===== src/rtl/byte_bus_arbiter.sv =====
`default_nettype none
// ============================================================================
//  Module   : byte_bus_arbiter
//  Purpose  : Round-robin, burst-limited arbiter sharing one registered byte
//             bus between requester A and requester B. A 2:1 byte mux
//             (select = sel) feeds a register that drives out_data/out_valid.
//  Ports    : clk, rst (synchronous, active-high)
//             req_a/data_a, req_b/data_b : requester inputs
//             out_ready                  : downstream accepts a byte
//             gnt_a/gnt_b                : registered ownership decode
//             ack_a/ack_b                : combinational byte-taken strobes
//             sel                        : mux select, 0 = A, 1 = B
//             out_data/out_valid         : registered bus byte / new-byte flag
//  Option   : BYTE_ARB_STATS_EN adds xfer_cnt_a, xfer_cnt_b (16 bit) and
//             switch_cnt (8 bit) statistic counters.
//  Revision : 1.0 - initial release
// ============================================================================
module byte_bus_arbiter #(
    parameter int WIDTH     = 8,
    parameter int MAX_BURST = 4
) (
    input  logic             clk,
    input  logic             rst,
    input  logic             req_a,
    input  logic [WIDTH-1:0] data_a,
    input  logic             req_b,
    input  logic [WIDTH-1:0] data_b,
    input  logic             out_ready,
    output logic             gnt_a,
    output logic             gnt_b,
    output logic             ack_a,
    output logic             ack_b,
    output logic             sel,
    output logic [WIDTH-1:0] out_data,
    output logic             out_valid
`ifdef BYTE_ARB_STATS_EN
    ,
    output logic [15:0]      xfer_cnt_a,
    output logic [15:0]      xfer_cnt_b,
    output logic [7:0]       switch_cnt
`endif
);

    // Index of the final transfer of a burst.
    localparam logic [3:0] c_LAST_CNT = 4'(MAX_BURST - 1);

    typedef enum logic [1:0] {
        ST_IDLE  = 2'd0,
        ST_GNT_A = 2'd1,
        ST_GNT_B = 2'd2
    } state_t;

    state_t            r_state;
    state_t            w_state_nxt;
    logic              r_last;          // 0 = A owned last, 1 = B owned last
    logic [3:0]        r_burst_cnt;
    logic [3:0]        w_burst_cnt_nxt;
    logic              r_sel;
    logic [WIDTH-1:0]  r_out_data;
    logic              r_out_valid;
    logic              w_xfer_a;
    logic              w_xfer_b;

    assign gnt_a     = (r_state == ST_GNT_A);
    assign gnt_b     = (r_state == ST_GNT_B);
    assign w_xfer_a  = gnt_a & req_a & out_ready;
    assign w_xfer_b  = gnt_b & req_b & out_ready;
    assign ack_a     = w_xfer_a;
    assign ack_b     = w_xfer_b;
    assign sel       = r_sel;
    assign out_data  = r_out_data;
    assign out_valid = r_out_valid;

    // Next-state and burst counter.
    always_comb begin
        w_state_nxt     = r_state;
        w_burst_cnt_nxt = r_burst_cnt;
        case (r_state)
            ST_IDLE: begin
                if (req_a && req_b)
                    w_state_nxt = r_last ? ST_GNT_A : ST_GNT_B;
                else if (req_a)
                    w_state_nxt = ST_GNT_A;
                else if (req_b)
                    w_state_nxt = ST_GNT_B;
            end
            ST_GNT_A: begin
                if (!req_a) begin
                    w_state_nxt = req_b ? ST_GNT_B : ST_IDLE;
                end else if (out_ready) begin
                    if (r_burst_cnt == c_LAST_CNT) begin
                        // Burst exhausted: yield only if B is actually waiting.
                        if (req_b)
                            w_state_nxt = ST_GNT_B;
                        else
                            w_burst_cnt_nxt = 4'd0;
                    end else begin
                        w_burst_cnt_nxt = r_burst_cnt + 4'd1;
                    end
                end
            end
            ST_GNT_B: begin
                if (!req_b) begin
                    w_state_nxt = req_a ? ST_GNT_A : ST_IDLE;
                end else if (out_ready) begin
                    if (r_burst_cnt == c_LAST_CNT) begin
                        if (req_a)
                            w_state_nxt = ST_GNT_A;
                        else
                            w_burst_cnt_nxt = 4'd0;
                    end else begin
                        w_burst_cnt_nxt = r_burst_cnt + 4'd1;
                    end
                end
            end
            default: w_state_nxt = ST_IDLE;
        endcase
        // A fresh grant always starts a fresh burst.
        if ((w_state_nxt != r_state) && (w_state_nxt != ST_IDLE))
            w_burst_cnt_nxt = 4'd0;
    end

    always_ff @(posedge clk) begin
        if (rst) begin
            r_state     <= ST_IDLE;
            r_last      <= 1'b1;            // B "owned last" so A wins first tie
            r_burst_cnt <= 4'd0;
            r_sel       <= 1'b0;
            r_out_data  <= '0;
            r_out_valid <= 1'b0;
        end else begin
            r_state     <= w_state_nxt;
            r_burst_cnt <= w_burst_cnt_nxt;
            // sel and last both track the owner; in IDLE they keep history.
            if (w_state_nxt == ST_GNT_A) begin
                r_sel  <= 1'b0;
                r_last <= 1'b0;
            end else if (w_state_nxt == ST_GNT_B) begin
                r_sel  <= 1'b1;
                r_last <= 1'b1;
            end
            r_out_valid <= w_xfer_a | w_xfer_b;
            if (w_xfer_a)
                r_out_data <= data_a;
            else if (w_xfer_b)
                r_out_data <= data_b;
        end
    end

`ifdef BYTE_ARB_STATS_EN
    logic        w_forced_switch;
    logic [15:0] r_xfer_cnt_a;
    logic [15:0] r_xfer_cnt_b;
    logic [7:0]  r_switch_cnt;

    // A forced switch is a last-of-burst transfer while the other side waits.
    assign w_forced_switch = (r_burst_cnt == c_LAST_CNT) &&
                             ((w_xfer_a && req_b) || (w_xfer_b && req_a));

    always_ff @(posedge clk) begin
        if (rst) begin
            r_xfer_cnt_a <= 16'd0;
            r_xfer_cnt_b <= 16'd0;
            r_switch_cnt <= 8'd0;
        end else begin
            if (w_xfer_a)
                r_xfer_cnt_a <= r_xfer_cnt_a + 16'd1;
            if (w_xfer_b)
                r_xfer_cnt_b <= r_xfer_cnt_b + 16'd1;
            if (w_forced_switch)
                r_switch_cnt <= r_switch_cnt + 8'd1;
        end
    end

    assign xfer_cnt_a = r_xfer_cnt_a;
    assign xfer_cnt_b = r_xfer_cnt_b;
    assign switch_cnt = r_switch_cnt;
`endif

endmodule
`default_nettype wire


===== config.mk =====
export PLATFORM = sky130hd
export DESIGN_NAME = byte_bus_arbiter
export DESIGN_NICKNAME = d
export VERILOG_FILES = /design/src/rtl/byte_bus_arbiter.sv
export SDC_FILE = /design/constraint.sdc
export NUM_CORES = 1
export LEC_CHECK = 0
export ABC_AREA = 1
export BUFFER_PORTS_ARGS = -buffer_cell sky130_fd_sc_hd__buf_2
export CAP_MARGIN = 0
export CORE_MARGIN = 4
export CORE_UTILIZATION = 40
export DETAILED_ROUTE_END_ITERATION = 7
export GPL_ROUTABILITY_DRIVEN = 0
export PLACE_DENSITY = 0.76
export RECOVER_POWER = 100
export SLEW_MARGIN = 20
export SYNTH_ARGS = -nofsm -noshare
export SYNTH_HDL_FRONTEND = slang
export SYNTH_SLANG_ARGS = --single-unit
export TNS_END_PERCENT = 1

===== constraint.sdc =====
create_clock -name clk -period 1.65 [get_ports clk]
set_clock_uncertainty 0.2 [all_clocks]
set_input_delay 0.33 -clock clk [delete_from_list [all_inputs] [get_ports clk]]
set_output_delay 0.33 -clock clk [all_outputs]
set_load 0.02 [all_outputs]

After elaboration in Yosys (flattened, before gate mapping) --
Cells that the tools add are included.
Cells by class: eq/ne operators 12, multiplexer cells 27, reductions and logical operators 10, $add $sub $neg 1, bitwise logic cells 5
Operators with widths (number):
- $mux W4 | 8
- $mux W2 | 12
- $mux W8 | 2
- $ne A2 B2 Y1 const B | 4
- $pmux W4 S2 | 1
- $reduce_bool A2 Y1 | 4
- $reduce_and A7 Y1 | 1
- $ne A3 B3 Y1 const B | 2
- $pmux W2 S3 | 1
- $add A4 B1 Y4 const B | 1
- $and A1 B1 Y1 | 4
- $eq A2 B1 Y1 const B | 2
- $eq A2 B2 Y1 const B | 2
- $eq A4 B2 Y1 const B | 1
- $reduce_or A2 Y1 | 2
- $mux W1 | 3
- $logic_and A1 B1 Y1 | 2
- $logic_not A2 Y1 | 1
- $ne A2 B2 Y1 | 1
- $or A1 B1 Y1 | 1
Word-level totals: bits in registers 17, input bits 21, logic and storage cells 61

Depth between registers and ports, before layout --
Gate-level depths: netlist (run 1).
depth in word-level cells 8, gate-level depth with buffers 11

Worst setup path before layout (run 1) --
Ideal clock, no wire load.
path type reg2reg, start point register r_burst_cnt[0], end point register r_last, required time 1.327 ns, setup slack -0.152 ns, buffers on the path 0, cell stages (with the launch flop) 11, period minus slack after synthesis 1.802 ns, library setup time 0.123 ns, arrival time 1.479 ns, cell sequence dfxtp_1 ha_1 nand4_1 nand3_1 nand2_1 nand2_2 inv_1 ha_1 inv_1 a21oi_1 o21ai_0
On the way: word-level cells in the longest chain between the ends 7
RTL lines:
- from (decl) | line 56 | logic [3:0] r_burst_cnt;
- from (signal assigned) | line 133 | r_burst_cnt <= w_burst_cnt_nxt;
- $eq A4 B2 Y1 (*) | line 91, 106
- $mux W2, on equally long branches | line 106, 91
- $mux W2, on equally long branches | line 105, 90
- $mux W2, on equally long branches | line 103, 88
- $pmux W2 S3 (*) | line 78 | case (r_state)
- named net w_state_nxt[0] | line 54 | state_t w_state_nxt;
- $eq A2 B1 Y1 or $eq A2 B2 Y1 (tied branches) | line 135, 138
- $mux W1 or $reduce_bool A2 Y1 (tied branches)
- to (signal assigned) | line 126 | r_last <= 1'b1; // B "owned last" so A wins first tie
- to (signal assigned) | line 137 | r_last <= 1'b0;
- to (signal assigned) | line 140 | r_last <= 1'b1;
- to (decl) | line 55 | logic r_last;
The timed path passes the listed nets; every way through them passes the cells marked *. A chain may end at the register's enable or synchronous reset.

Worst setup path after layout (run 1) --
start point register r_state[1], end point register r_last
RTL lines:
- from (decl) | line 53 | state_t r_state;
- from (signal assigned) | line 132 | r_state <= w_state_nxt;
- $eq A2 B2 Y1, or another cell as far along | line 78
- $pmux W2 S3 (*) | line 78
- named net w_state_nxt[0] | line 54
- $eq A2 B1 Y1 or $eq A2 B2 Y1 (tied branches) | line 135, 138
- $mux W1 or $reduce_bool A2 Y1 (tied branches)
Marked as above.

==> results of run 1 <==
-- Yosys cell counts --
library cell  count
nand4_1           2
nor3_1            1
nor2_2            3
inv_2             5
nand2_2           2
inv_1            15
clkbuf_1          1
xor2_1            2
dfxtp_1          17
o21a_1            8
inv_4             1
ha_1              4
a21oi_1           9
nand2_4           2
nand3b_4          1
a21oi_2           3
nor2_1           14
o21ai_1          10
o21ai_0           6
nand3_1           5
nand2_1          31
-- flip-flops by register name, summed over array words and instances (netlist names) --
| name | cells |
|---|---|
| r_burst_cnt | 4 |
| out_data | 8 |
| r_last | 1 |
| r_state | 2 |
| sel | 1 |
| out_valid | 1 |
-- power breakdown --
group          switching [mW]  internal [mW]  leakage [nW]
registers              0.0333          0.448         0.141
clock network           0.124         0.0939        0.0150
logic                   0.298          0.242         0.524
-- per-stage QoR --
stage / setup TNS, ps / hold WS, ps / worst slack (ps)
global placement: -168 / 251 / -78.3
global route: -2730 / 130 / -293
floorplan: -58.7 / 192 / -58.7
CTS: -601 / 111 / -141
finish: -919 / 111 / -148
detailed placement: -418 / 253 / -117
-- cell families (layout without fill, tap and decap cells) --
group	Yosys count	in the layout	synth area share
flip-flops	17	17	0.344
AND/OR/NAND/NOR	61	61	0.288
XOR/XNOR	2	2	0.0177
buffers and inverters	22	79	0.0860
AO/OA/AOI/OAI	36	36	0.214
adder cells (fa/ha/maj)	4	4	0.0506
-- cell usage in the layout (no fill, tap or decap), types with 2 or more instances in the layout --
cell | Yosys | routed
inv_1 | 15 | 10
o21ai_1 | 10 | 11
buf_4 | 0 | 19
nand3_1 | 5 | 5
nor2_1 | 14 | 12
clkbuf_4 | 0 | 3
nand2_2 | 2 | 6
a21oi_1 | 9 | 8
clkbuf_1 | 1 | 11
nand2_1 | 31 | 27
inv_2 | 5 | 10
o21ai_0 | 6 | 5
dfxtp_4 | 0 | 2
dfxtp_1 | 17 | 12
nand4_1 | 2 | 2
xor2_1 | 2 | 2
buf_6 | 0 | 5
o21a_1 | 8 | 8
nor2_4 | 0 | 4
dfxtp_2 | 0 | 3
a21oi_2 | 3 | 3
nand2_4 | 2 | 2
ha_4 | 0 | 3
buf_2 | 0 | 20
-- what timing repair did --
item                       4_1_cts  5_1_grt
resized for setup               15       20
hold buffers                     0        0
pin swaps                        6        7
hold endpoints to repair         0        0
setup endpoints to repair       10       18
setup buffers                    4        1
-- tightest hold or removal path, delay by kind of cell --
family / cells / cell delay (ps)
AO/OA/AOI/OAI: 2 / 160
buffers and inverters: 1 / 70
-- final timing paths --
check,from,to,slack (ps),cells after the start
hold / removal,data_a[6],out_data[6],110,3
setup reg to reg,r_state[1],r_last,-150,10
hold reg to reg,out_data[6],out_data[6],270,2
setup / recovery,r_state[1],r_last,-150,10
-- metal layers --
layer,up-vias,GRT usage,routed length [um]
met5,-,0,0
met4,0,0.0728,51
met3,6,0.0245,170
met2,41,0.284,1320
met1,492,0.182,1150
li1,573,-,-
-- layout make-up --
cell class                 instances  area, um^2  area share
clock buffer                       4        26.3      0.0177
timing repair buffer              54         337       0.226
multi-input combinational        103         653       0.439
tap                               28        35.0      0.0236
sequential                        17         352       0.237
inverter                          21        83.8      0.0564
==> run metrics, run 1 <==
initial antenna violation count 0; sequential fraction of the synthesis area 0.344; Critical Path Start Type flip-flop; Slowest-stage cell, CP dfxtp_4; CP top delay family compound AO/OA/AOI/OAI gates; Die Width approximately 58 um; final instance count without filler cells between 200 and 250; RSZ-0062 raised after global routing yes; Crit Path Max Fanout 4; synth unique cells 21; DRT iter0 DRCs 24; Congestion Overflow GR 0; Chip Height about 58 um; gr usage total 0.158; Initial Util 0.435; Req. time, crit path 1640 ps; final wirelength roughly 2700 um; cell chain of the critical path nor2_1, nand2_1, a21oi_1, a21oi_4, nand2_2, inv_2, ha_4, inv_2, a21oi_2, o21ai_1; CTS max path bufs 2; clock period minus worst slack about 1800 ps; Area Growth Syn to Fin 50.2%; outcome complete, but fails checks; Pre-antenna DRT Iters 4; WP buf/inv 2; cells taking the most area after synthesis dfxtp_1 34%, nand2_1 12%, o21a_1 6.1%, inv_1 5.7%, nor2_1 5.3%; worst slew pin tran about 330 ps; first-pass GRT wire length 4320 um; Finished Cell Area approximately 1500 um^2; Yosys top cell area share 0.344; Worst slew margin 0.783; # IOs 35; Remaining DRCs 0; port bufs 34; final worst setup slack -148 ps; Largest stage delay, worst path 370 ps; Final Hold Vio Count 0; Max Transition Viols Final 0; YS warnings 0; MaxCap Viol Count 0; Post-DRT Antenna Nets 0; Critical Path Sink Type flip-flop; Post-Syn Instances approximately 140; Num Clock Sinks 17; number of global-route vias before repair about 1100; CTS tree built; area leader, netlist dfxtp_1; Max Freq around 0.56 GHz; Finished Core Util 0.653; Synth Area per Inst between 6 and 7 um^2; share of cells above drive strength 1 0.427; Final setup viols 8; detailed placement HPWL 1950 um; ratio of final minimum period to clock period 1.09; die area around 3300 um^2; failing checks negative setup slack; leakage 0.680 nW; Crit path arrival time approximately 1800 ps; latest clock arrival within the worst-skew pair roughly 290 ps; Layout fillers approximately 210; DR WL/cell around 12 um; synthesized net count around 170; most frequent CP cell inv_2; VDD IR max 0.656 mV; root buffer cell clkbuf_4; Power Density about 830 nW/um^2; ANT cells 0; Core Area around 2300 um^2; vias approximately 1100; class of the worst hold path input port to flip-flop; Setup CP Type flip-flop to flip-flop; row cnt 17; vias per std cell 4.90; clock slew at reported path FFs ~100 ps; placed cells around 220; nets between 200 and 250; Final Power between 1 and 1.5 mW; Seq cells post-synth 17; CTS H-tree lvls 1; cts bufs inserted 3; Area after DPL between 1000 and 1500 um^2; Netlist Area Pre-Place 990 um^2; largest net degree at the start of global routing 15
Power figures use the tool's default switching activity.
==> inputs of run 2 (changes only) <==
--- a/config.mk
+++ b/config.mk
@@ -14,7 +14,6 @@
 export GPL_ROUTABILITY_DRIVEN = 0
 export PLACE_DENSITY = 0.76
 export RECOVER_POWER = 100
-export SLEW_MARGIN = 20
 export SYNTH_ARGS = -nofsm -noshare
 export SYNTH_HDL_FRONTEND = slang
 export SYNTH_SLANG_ARGS = --single-unit
==> constraint.sdc (replaced) <==
create_clock -name clk -period 1.65 [get_ports clk]
set_clock_uncertainty 0.2 [all_clocks]
set_input_delay 0.33 -clock clk [delete_from_list [all_inputs] [get_ports clk]]
set_output_delay 0.33 -clock clk [all_outputs]
set_load 0.005 [all_outputs]
==> run 2 against run 1 <==
Effect of this change: the flow still finishes with violations (negative setup slack); power rose by 5.4%; worst setup slack got worse by 78 ps; design area up 9.8%; largest power group unchanged; maximum frequency fell by 4.2%; clock power is 3% lower; critical endpoint unchanged.
==> run metrics, run 2 (synthesis gave the netlist of run 1 again) <==
first-pass GRT wire length 4810 um (was 4320 um); share of cells above drive strength 1 0.510 (was 0.427); detailed placement HPWL 2000 um (was 1950 um); initial antenna violation count 0 (unchanged); final wirelength 3070 um (was 2690 um); Die Width 57.7 um (unchanged); most frequent cells in the layout 27 x buf_2, 24 x nand2_1, 22 x buf_4, 13 x dfxtp_1, 11 x nor2_1 (was 27 x nand2_1, 20 x buf_2, 19 x buf_4, 12 x nor2_1, 12 x dfxtp_1); CTS H-tree lvls 1 (unchanged); cell chain of the critical path ha_4, nand4_1, nand3_1, nand2_1, nand2_2, inv_2, ha_4, inv_2, a21oi_2, o21ai_1 (was nor2_1, nand2_1, a21oi_1, a21oi_4, nand2_2, inv_2, ha_4, inv_2, a21oi_2, o21ai_1); vias per std cell 5.08 (was 4.90); Req. time, crit path 1630 ps (was 1640 ps); Initial Util 0.435 (unchanged); Chip Height 57.7 um (unchanged); Critical Path Sink Type flip-flop (unchanged); Setup CP Type flip-flop to flip-flop (unchanged); Core Area 2280 um^2 (unchanged); cts bufs inserted 3 (unchanged); ANT cells 0 (unchanged); nets 234 (was 225); outcome complete, but fails checks (unchanged); Layout fillers 188 (was 212); Area Growth Syn to Fin 64.9% (was 50.2%); class of the worst hold path input port to flip-flop (unchanged); DR WL/cell 13.0 um (was 11.9 um); Max Freq 0.533 GHz (was 0.556 GHz); Area after DPL 1330 um^2 (was 1320 um^2); Slowest-stage cell, CP dfxtp_2 (was dfxtp_4); largest net degree at the start of global routing 15 (unchanged); cts hold-fix bufs 0 (unchanged); Final Hold Vio Count 0 (unchanged); MaxCap Viol Count 0 (unchanged); ratio of final minimum period to clock period 1.14 (was 1.09); vias 1199 (was 1112); final worst setup slack -226 ps (was -148 ps); die area 3330 um^2 (unchanged); root buffer cell clkbuf_4 (unchanged); Largest register FFs 8 (unchanged); latest clock arrival within the worst-skew pair 280 ps (was 290 ps); CTS max path bufs 2 (unchanged); Crit path arrival time 1850 ps (was 1790 ps); failing checks negative setup slack (unchanged); Pre-antenna DRT Iters 4 (unchanged); gr usage total 0.182 (was 0.158); # IOs 35 (unchanged); worst slew pin tran 278 ps (was 326 ps); Num Clock Sinks 17 (unchanged); commonest non-fill, non-tap cell in the layout buf_2 (was nand2_1); VDD IR max 0.594 mV (was 0.656 mV); clock slew at reported path FFs 90 ps (was 100 ps); Worst slew margin 0.814 (was 0.783); worst hold margin 124 ps (was 111 ps); leakage 0.768 nW (was 0.680 nW); placed cells 220 (was 218); final instance count without filler cells 236 (was 227); clock period minus worst slack 1880 ps (was 1800 ps); Crit Path Max Fanout 3 (was 4); Remaining DRCs 0 (unchanged); CTS tree built (unchanged); port bufs 34 (unchanged); Final setup viols 10 (was 8); Post-DRT Antenna Nets 0 (unchanged); Congestion Overflow GR 0 (unchanged); Finished Cell Area 1630 um^2 (was 1490 um^2); Largest stage delay, worst path 370 ps (about the same); Critical Path Start Type flip-flop (unchanged); number of global-route vias before repair 1170 (was 1079); Power Density 801 nW/um^2 (was 834 nW/um^2); DRT iter0 DRCs 29 (was 24); Finished Core Util 0.717 (was 0.653); RSZ-0062 raised after global routing yes (unchanged); Max Transition Viols Final 0 (unchanged); row cnt 17 (unchanged)
==> run 2: critical path, delay by kind of cell (launching register included) <==
kind            cells  cell delay [ps]
compound gates      2              190
fa+ha+maj           2              400
buf+inv             2              100
flops               1              370
simple gates        4              520
==> run 2: worst paths after layout <==
| kind | startpoint | endpoint | slack, ps | cells after the start |
|---|---|---|---|---|
| worst max register to register | r_burst_cnt[1] | r_last | -230 | 10 |
| worst min-delay path | data_a[6] | out_data[6] | 120 | 3 |
| worst min register to register | out_data[6] | out_data[6] | 260 | 2 |
| worst max-delay path | r_burst_cnt[1] | r_last | -230 | 10 |
==> run 2: area by class of cell <==
type	instances	area (um^2)	share of cell area
timing repair buffer	63	428	0.262
tap	28	35.0	0.0215
sequential	17	350	0.215
inverter	21	91.3	0.0560
clock buffer	4	26.3	0.0161
multi-input combinational	103	701	0.429
==> run 2: metrics by stage <==
step | total power [mW] | setup WS [ps] | setup TNS (ps)
2_1_floorplan | 0.711 | -58.7 | -58.7
3_3_place_gp | 0.869 | -72.0 | -130
3_5_place_dp | 0.888 | -116 | -349
4_1_cts | 1.21 | -102 | -523
5_1_grt | 1.40 | -292 | -2030
6_report | 1.31 | -226 | -1100
==> run 2: routing by layer <==
metal,share of wire,track usage
met5,0,0
met4,0.065,0.129
met3,0.074,0.0267
met2,0.49,0.327
met1,0.37,0.190
==> run 2: timing repair <==
action,4_1_cts,5_1_grt
endpoints found under the hold margin,0,0
gates resized for setup,26,26
setup buffers,10,2
cloned,0,0
setup endpoints to repair,10,19
pin swaps,8,14
==> run 2: power breakdown <==
group / switching (mW) / internal, mW / leakage [nW]
Clock: 0.117 / 0.0937 / 0.0150
Combinational: 0.314 / 0.293 / 0.613
Sequential: 0.0389 / 0.450 / 0.140
